[src/rtl/wb_stage_if.sv]
// Writeback stage bus: ALU bundle handshake plus data-memory write port.
// The stage itself takes the slave view; its environment takes the master view.
interface wb_stage_if #(
  parameter int WORD_W = 32
);
  logic              alu_valid;
  logic              alu_ready;
  logic [WORD_W-1:0] result;
  logic [WORD_W-1:0] nxtpc;
  logic [WORD_W-1:0] dest_addr;
  logic              wr_en;
  logic              halt_in;
  logic              mem_req;
  logic [WORD_W-1:0] mem_addr;
  logic [WORD_W-1:0] mem_wdata;
  logic              mem_ack;

  modport master (
    output alu_valid,
    output result,
    output nxtpc,
    output dest_addr,
    output wr_en,
    output halt_in,
    output mem_ack,
    input  alu_ready,
    input  mem_req,
    input  mem_addr,
    input  mem_wdata
  );

  modport slave (
    input  alu_valid,
    input  result,
    input  nxtpc,
    input  dest_addr,
    input  wr_en,
    input  halt_in,
    input  mem_ack,
    output alu_ready,
    output mem_req,
    output mem_addr,
    output mem_wdata
  );
endinterface

[src/rtl/wb_stage.sv]
// Writeback stage: commits ALU bundles, issuing an optional memory write
// that must be acknowledged within TIMEOUT cycles or the stage faults.
module wb_stage #(
  parameter int WORD_W  = 32,
  parameter int TIMEOUT = 15
) (
  input  logic              clk,
  input  logic              rst_n,
  wb_stage_if.slave         bus,
  output logic [WORD_W-1:0] pc,
  output logic              commit,
  output logic [15:0]       retired,
  output logic              halted,
  output logic              fault
);

  typedef enum logic [1:0] {
    S_IDLE,
    S_WRITE,
    S_HALT
  } state_t;

  localparam logic [7:0] LIMIT = 8'(TIMEOUT - 1);

  state_t            state_q;
  state_t            state_d;
  logic [WORD_W-1:0] pc_d;
  logic [WORD_W-1:0] npc_q;
  logic [WORD_W-1:0] npc_d;
  logic              req_q;
  logic              req_d;
  logic [WORD_W-1:0] addr_q;
  logic [WORD_W-1:0] addr_d;
  logic [WORD_W-1:0] wdata_q;
  logic [WORD_W-1:0] wdata_d;
  logic [7:0]        cnt_q;
  logic [7:0]        cnt_d;
  logic              commit_d;
  logic [15:0]       ret_d;
  logic              fault_d;

  always_ff @(posedge clk or negedge rst_n) begin
    if (!rst_n) begin
      state_q <= S_IDLE;
      pc      <= '0;
      npc_q   <= '0;
      req_q   <= 1'b0;
      addr_q  <= '0;
      wdata_q <= '0;
      cnt_q   <= '0;
      commit  <= 1'b0;
      retired <= '0;
      fault   <= 1'b0;
    end else begin
      state_q <= state_d;
      pc      <= pc_d;
      npc_q   <= npc_d;
      req_q   <= req_d;
      addr_q  <= addr_d;
      wdata_q <= wdata_d;
      cnt_q   <= cnt_d;
      commit  <= commit_d;
      retired <= ret_d;
      fault   <= fault_d;
    end
  end

  always_comb begin
    state_d  = state_q;
    pc_d     = pc;
    npc_d    = npc_q;
    req_d    = req_q;
    addr_d   = addr_q;
    wdata_d  = wdata_q;
    cnt_d    = cnt_q;
    commit_d = 1'b0;
    ret_d    = retired;
    fault_d  = fault;
    unique case (state_q)
      S_IDLE: begin
        if (bus.alu_valid) begin
          // halt outranks a write request in the same bundle
          if (bus.halt_in) begin
            commit_d = 1'b1;
            ret_d    = retired + 16'd1;
            state_d  = S_HALT;
          end else if (bus.wr_en) begin
            addr_d  = bus.dest_addr;
            wdata_d = bus.result;
            npc_d   = bus.nxtpc;
            req_d   = 1'b1;
            cnt_d   = '0;
            state_d = S_WRITE;
          end else begin
            pc_d     = bus.nxtpc;
            commit_d = 1'b1;
            ret_d    = retired + 16'd1;
          end
        end
      end
      S_WRITE: begin
        // ack beats the timeout when both land on the same edge
        if (bus.mem_ack) begin
          req_d    = 1'b0;
          pc_d     = npc_q;
          commit_d = 1'b1;
          ret_d    = retired + 16'd1;
          state_d  = S_IDLE;
        end else if (cnt_q == LIMIT) begin
          cnt_d   = cnt_q + 8'd1;
          req_d   = 1'b0;
          fault_d = 1'b1;
          state_d = S_HALT;
        end else begin
          cnt_d = cnt_q + 8'd1;
        end
      end
      S_HALT: begin
        req_d = 1'b0;
      end
      default: begin
        req_d   = 1'b0;
        state_d = S_IDLE;
      end
    endcase
  end

  assign bus.alu_ready = (state_q == S_IDLE);
  assign bus.mem_req   = req_q;
  assign bus.mem_addr  = addr_q;
  assign bus.mem_wdata = wdata_q;
  assign halted        = (state_q == S_HALT);

endmodule

[src/flat_wrapper.sv]
// flat-port wrapper written by rule: the top's interface ports become plain ports
module wb_stage_flat 
#(
  parameter int WORD_W  = 32,
  parameter int TIMEOUT = 15
)
  (clk, rst_n, pc, commit, retired, halted, fault, bus_alu_valid, bus_result, bus_nxtpc, bus_dest_addr, bus_wr_en, bus_halt_in, bus_mem_ack, bus_alu_ready, bus_mem_req, bus_mem_addr, bus_mem_wdata);
  wb_stage_if #(.WORD_W(WORD_W)) bus_i ();
  input  logic clk;
  input  logic rst_n;
  output logic [WORD_W-1:0] pc;
  output logic commit;
  output logic [15:0] retired;
  output logic halted;
  output logic fault;
  input wire logic [$bits(bus_i.alu_valid)-1:0] bus_alu_valid;
  input wire logic [$bits(bus_i.result)-1:0] bus_result;
  input wire logic [$bits(bus_i.nxtpc)-1:0] bus_nxtpc;
  input wire logic [$bits(bus_i.dest_addr)-1:0] bus_dest_addr;
  input wire logic [$bits(bus_i.wr_en)-1:0] bus_wr_en;
  input wire logic [$bits(bus_i.halt_in)-1:0] bus_halt_in;
  input wire logic [$bits(bus_i.mem_ack)-1:0] bus_mem_ack;
  output wire logic [$bits(bus_i.alu_ready)-1:0] bus_alu_ready;
  output wire logic [$bits(bus_i.mem_req)-1:0] bus_mem_req;
  output wire logic [$bits(bus_i.mem_addr)-1:0] bus_mem_addr;
  output wire logic [$bits(bus_i.mem_wdata)-1:0] bus_mem_wdata;
  assign bus_i.alu_valid = bus_alu_valid;
  assign bus_i.result = bus_result;
  assign bus_i.nxtpc = bus_nxtpc;
  assign bus_i.dest_addr = bus_dest_addr;
  assign bus_i.wr_en = bus_wr_en;
  assign bus_i.halt_in = bus_halt_in;
  assign bus_i.mem_ack = bus_mem_ack;
  assign bus_alu_ready = bus_i.alu_ready;
  assign bus_mem_req = bus_i.mem_req;
  assign bus_mem_addr = bus_i.mem_addr;
  assign bus_mem_wdata = bus_i.mem_wdata;
  wb_stage #(.WORD_W(WORD_W), .TIMEOUT(TIMEOUT)) u_core (.clk(clk), .rst_n(rst_n), .bus(bus_i), .pc(pc), .commit(commit), .retired(retired), .halted(halted), .fault(fault));
endmodule
[config.mk]
export PLATFORM = sky130hd
export DESIGN_NAME = wb_stage_flat
export DESIGN_NICKNAME = d
export VERILOG_FILES = /design/src/rtl/wb_stage_if.sv /design/src/rtl/wb_stage.sv /design/src/flat_wrapper.sv
export SDC_FILE = /design/constraint.sdc
export NUM_CORES = 1
export LEC_CHECK = 0
export CAP_MARGIN = 5
export CORE_MARGIN = 1
export CORE_UTILIZATION = 41
export DETAILED_ROUTE_END_ITERATION = 7
export HOLD_SLACK_MARGIN = 0.03
export PLACE_DENSITY_LB_ADDON = 0.12
export RECOVER_POWER = 50
export SETUP_SLACK_MARGIN = 0.3
export SYNTH_ARGS = -nofsm -noshare
export SYNTH_HDL_FRONTEND = slang
export SYNTH_SLANG_ARGS = --single-unit
[constraint.sdc]
create_clock -name clk -period 1.7 [get_ports clk]
set_input_delay 0.425 -clock clk [delete_from_list [all_inputs] [get_ports clk]]
set_output_delay 0.425 -clock clk [all_outputs]
set_load 0.005 [all_outputs]
After elaboration in Yosys (flattened, before gate mapping)
Index checks and enable logic that the tools add are counted.
- RAM bits: 0
- memories kept: 0
- latch bits: 0
- register bits after elaboration: 157
- word-level logic and storage cells: 68
- memory bits (read-only): 0
- add/sub/neg operators: 2
- shifts and indexed selects: 0
- eq/ne operators: 12
- divide/modulo/power cells: 0
- order comparisons: 0
- reductions and logical operators: 9
- multiply operators: 0
- mux-type cells: 32
- bitwise logic cells: 3
- operator list (cell ; count):
    32-bit 2-to-1 mux ; 4
    16-bit 2-to-1 mux ; 4
    32-bit one-hot mux with 2 select lines ; 1
    8-bit 2-to-1 mux ; 4
    16-bit one-hot mux with 2 select lines ; 1
    16-bit by 1-bit adder with 16-bit output, second input constant ; 1
    8-bit one-hot mux with 2 select lines ; 1
    4-bit AND reduction ; 4
    2-bit inequality test, second input constant ; 6
    2-bit 2-to-1 mux ; 5
    5-bit AND reduction ; 2
    1-bit 2-to-1 mux ; 9
    8-bit by 1-bit adder with 8-bit output, second input constant ; 1
    8-bit by 4-bit == test with 1-bit output, second input constant ; 1
    3-bit inequality test, second input constant ; 2
    2-bit one-hot mux with 3 select lines ; 1
    1-bit one-hot mux with 2 select lines ; 2
    3-bit by 2-bit inequality test with 1-bit output, second input constant ; 1
    1-bit NOT ; 3
    3-bit AND reduction ; 1
    2-bit by 1-bit == test with 1-bit output, second input constant ; 1
    2-bit == test, second input constant ; 1
    2-bit logical NOT ; 1
    2-bit nonzero test ; 1

Logic depth before layout (Yosys ltp)
- depth after elaboration: 5
- gate-level depth with buffers: 6
- mapped depth without buffers: 5

Least setup slack after synthesis
OpenSTA, ideal clock, no wires.
- kind: register to register
- from: reg u_core.state_q[0]
- to: reg u_core.pc[10]
- cell stages (with the launch flop): 6
- arrival: 1.629 ns
- required time: 1.570 ns
- setup time: 0.130 ns
- setup slack: -0.059 ns
- cells stage by stage: dfrtp_1 -> buf_2 -> or4b_4 -> a21oi_4 -> buf_2 -> a31oi_1
- longest elaborated chain between the ends: 3
- elaborated cells on any way between the ends: 9
- classes of those cells: eq/ne: 5; mux: 1; reduce/logical: 3
- ends and longest elaborated chain (what ; RTL line ; text):
    start, declared ; wb_stage.sv:25 ; state_t state_q;
    start signal, assigned ; wb_stage.sv:55 ; state_q <= state_d;
    2-bit by 1-bit == test with 1-bit output or 2-bit logical NOT (tied branches) ; wb_stage.sv:79 ; unique case (state_q)
    2-bit inequality test (no line) or 2-bit nonzero test (tied branches) ; -- ;
    5-bit AND reduction (no line) ; -- ;
    end signal, assigned ; wb_stage.sv:56 ; pc <= pc_d;
    end, declared ; wb_stage.sv:10 ; output logic [WORD_W-1:0] pc,
Parallel ways exist; a longest one is shown, timed or not.
A chain may end at the register's enable or synchronous reset.

Worst setup path in the final report
- from: reg u_core.state_q[0]
- to: reg u_core.retired[9]
- longest elaborated chain between the ends: 3
- elaborated cells on any way between the ends: 8
- classes of those cells: eq/ne: 4; mux: 1; reduce/logical: 3
- ends and longest elaborated chain (what ; RTL line ; text):
    2-bit by 1-bit == test with 1-bit output or 2-bit logical NOT (tied branches) ; wb_stage.sv:79 ;
    2-bit inequality test (no line), or another cell as far along ; -- ;
    4-bit AND reduction (no line) ; -- ;
    end signal, assigned ; wb_stage.sv:63 ; retired <= ret_d;
    end, declared ; wb_stage.sv:12 ; output logic [15:0] retired,
Parallel ways exist; a longest one is shown, timed or not.

==> impl_results.md <==
- Port bufs: 218
- Core area: 0.0153 mm²
- Pwr dens: 1190 mW/mm²
- Register area: 0.00393 mm²
- Distinct cells, synth: 37
- Worst-Skew Late Latency: 0.42 ns
- Synth Area in Adders: 0.584%
- Final core occ: 70.4%
- Number of flops mapped to enable cells by yosys: 0
- RD Place Congestion: 0.792
- Complex-gate fraction of the synthesized area: 5.30%
- Fmax: 0.565 GHz
- Vias per cell: 4.99
- Reg2Reg Depth: 6
- Post-DR wirelength/cell: 17.6 µm
- Grt total ovfl: 0
- Crit start category: flip-flop
- Relative slew slack: 29.9%
- Critical-path cell list: buf_4, buf_4, o31a_1, buf_12, nor4b_4, xor2_1
- Via count: 5387
- Synth cell count leaders: 157 x dfrtp_1, 97 x mux2_2, 76 x nand2_1
- Synth top area cells: dfrtp_1 61%, mux2_2 17%, nand2_1 4.4%, a31oi_1 3.1%, nor2_1 2.2%
- Number of global-route vias before repair: 5538
- Share of the synthesized area in the top cell type: 61.2%
- Initial antenna violation count: 0
- Area Overhead vs Synth: 67.1%
- Clock-pin slew on the worst setup and hold paths: 0.06 ns
- Main flop type after synthesis: dfrtp_1
- Slew @ Worst Pin: 1.05 ns
- Worst Path Max Fanout: 7
- Total Negative Setup Slacks: -2.47 ns
- Area of placed instances: 0.00949 mm²
- Crit Path Category: flip-flop to flip-flop
- Post-Syn Area per Cell: 12.4 µm²
- XOR/XNOR Fraction of Synth Area: 2.05%
- Routed wire length: 19100 µm
- Clock skew: 0.00594 ns
- Worst slack, placed: -0.526 ns
- DIE AREA: 0.0162 mm²
- Detail Placement HPWL: 11400 µm
- Ys Warns: 0
- Post-route minimum period: 1.77 ns
- Final Setup Violations: 91
- Net Sw Power: 3.31 mW
- Slowest stage cell, crit path: dfrtp_2
- Multiplexer share of the synthesized area: 17.0%
- Leading cell type by number of instances after synthesis: dfrtp_1
- GR Layer Usage met3: 6.49%
- PnR worst setup slack: -0.0688 ns
- GR met2 Demand/Resource: 37.6%
- Root buffer cell: clkbuf_16
- Ys async rst share: 100%
- Die height: 127 µm
- Filler instances: 1093
- CTS tree: done
- Sequential element share of the synthesized area: 61.2%
- I/O pin count: 219
- Failing checks: setup timing
- Synth area leader: dfrtp_1
- Post-synthesis cell count: 519
- Pint: 9.42 mW
- Multi-input combinational cell area: 0.00296 mm²
- ANT cells: 0
- First-pass GRT wire length: 28500 µm
- Hold Vio Cnt, Final: 0
- Design area: 0.0107 mm²
- # rows: 45
- Share of the clock period used by the worst path: 104%
- Die outline width: 127 µm
- Post-route ant nets: 0
- DRT Pass-1 Iters: 4
- Layout cells sized above 1: 47.3%
- Met1 Track Usage GR: 28.7%
- Largest family of logic cells by synthesized area: multiplexers
- Switching part of the total: 26.0%
- Crit-path most repeated cell: buf_4
- CP endpoint kind: flip-flop
- Combinational share of power: 28.3%
- Arrival @ worst endpoint: 2.12 ns
- GRT busiest layer: met2
- # H-tree levels: 4
- Max Buffers Root-to-Sink: 2
- Max Slew Vio Count: 0
- Req. time, crit path: 2.05 ns
- Register bit total from synthesis: 157
- Peak VDD IR: 0.810 mV
- Synth Cell Area: 0.00642 mm²
- First DRT Iteration DRCs: 225
- GRT Util Overall: 22.8%
- Nets: 961
- Initial Util: 42.1%
- Remaining DRCs: 0
- HP Class: flip-flop to flip-flop
- Simple-gate portion of the synthesized area: 11.4%
- TritonCTS Buffers: 17
- Maximum number of pins on one net before global-route repair: 41
- Flop pwr share: 41.7%
- Static Leak: 5.37 nW
- RSZ-0062 raised after global routing: yes
- CP max stage delay: 0.43 ns
- Clk sink count: 157
- Tot Pwr: 12.7 mW
- Clock Power Share: 30.0%
- Hold path depth: 1
- Max Cap Viol: 0
- Syn Nets: 624
- Status: finished, violations left
layout make-up:
class	instances	area share [%]
Sequential cell	157	36.6
Timing Repair Buffer	346	27.6
Multi-Input combinational cell	329	27.6
Clock buffer	22	4.51
Tap cell	211	2.46
Clock inverter	10	1.05
Inverter	5	0.175
power groups by stage:
stage	registers, mW	clock network [mW]	logic (mW)
after global routing	5.42	4.06	3.91
after CTS	5.29	3.87	3.43
after global placement	5.37	0	3.38
after floorplan	5.40	0	1.19
after detailed placement	5.42	0	3.44
final	5.31	3.81	3.60
worst max-delay path: cells and delay by family (launching register included):
family,cells,cell delay [ns]
AOI/OAI and AO/OA,1,0.34
DFF,1,0.43
buffers and inverters,3,0.51
xor gates and xnor gates,1,0.16
and+or+nand+nor,1,0.26
logic make-up after synthesis:
family / Yosys count
buffers and inverters: 33
XOR/XNOR: 15
AND/OR/NAND/NOR: 159
multiplexers: 97
AO/OA/AOI/OAI: 55
flip-flops: 157
adder cells (fa/ha/maj): 3
repair_timing:
| item | in CTS | in global routing |
|---|---|---|
| setup endpoints to repair | 270 | 188 |
| gates cloned | 2 | 12 |
| hold buffers | 1 | 0 |
| pin swaps | 14 | 14 |
| resized for setup | 512 | 29 |
| buffers inserted | 63 | 17 |
| hold endpoints to repair | 34 | 0 |
state kept, by name (all words and copies together) (netlist names):
| register | flops |
|---|---|
| u_core.bus.mem_addr | 32 |
| u_core.bus.mem_wdata | 32 |
| u_core.retired | 16 |
| u_core.state_q | 2 |
| u_core.fault | 1 |
| u_core.pc | 32 |
| u_core.commit | 1 |
| u_core.npc_q | 32 |
| u_core.cnt_q | 8 |
| u_core.bus.mem_req | 1 |
per-stage QoR:
stage	hold WS [ns]	instances
2_1_floorplan	0.129	519
3_3_place_gp	0.360	953
3_5_place_dp	0.365	953
4_1_cts	0.478	1051
5_1_grt	0.497	1080
6_report	0.469	1080
worst paths after layout:
| path | startpoint | end | slack [ns] |
|---|---|---|---|
| setup / recovery | u_core.state_q[0] | u_core.retired[9] | -0.07 |
| hold / removal | u_core.fault | u_core.fault | 0.47 |
| setup reg to reg | u_core.state_q[0] | u_core.retired[9] | -0.07 |
| hold reg to reg | u_core.fault | u_core.fault | 0.47 |
| max in group asynchronous | rst_n | u_core.retired[6] | 0.19 |
| min in group asynchronous | rst_n | u_core.bus.mem_addr[25] | 0.73 |
cells in the final DEF (no fill, tap or decap), drive strengths merged, types with 3 or more instances in the layout:
cell	count
a21oi	8
a31oi	32
buf	234
clkbuf	33
clkdlybuf4s50	97
clkinv	3
clkinvlp	5
dfrtp	157
dlygate4sd2	3
ha	3
inv	5
mux2	97
nand2	76
nand3	6
nand4	6
nor2	37
nor2b	4
nor3	4
nor4	6
nor4b	3
o21ai	9
xor2	15
layer usage:
metal,vias to the layer above,routed length [µm]
met3,24,1200
li1,2485,-
met2,184,9330
met5,-,0
met1,2694,8230
met4,0,282
Power figures use the tool's default switching activity.
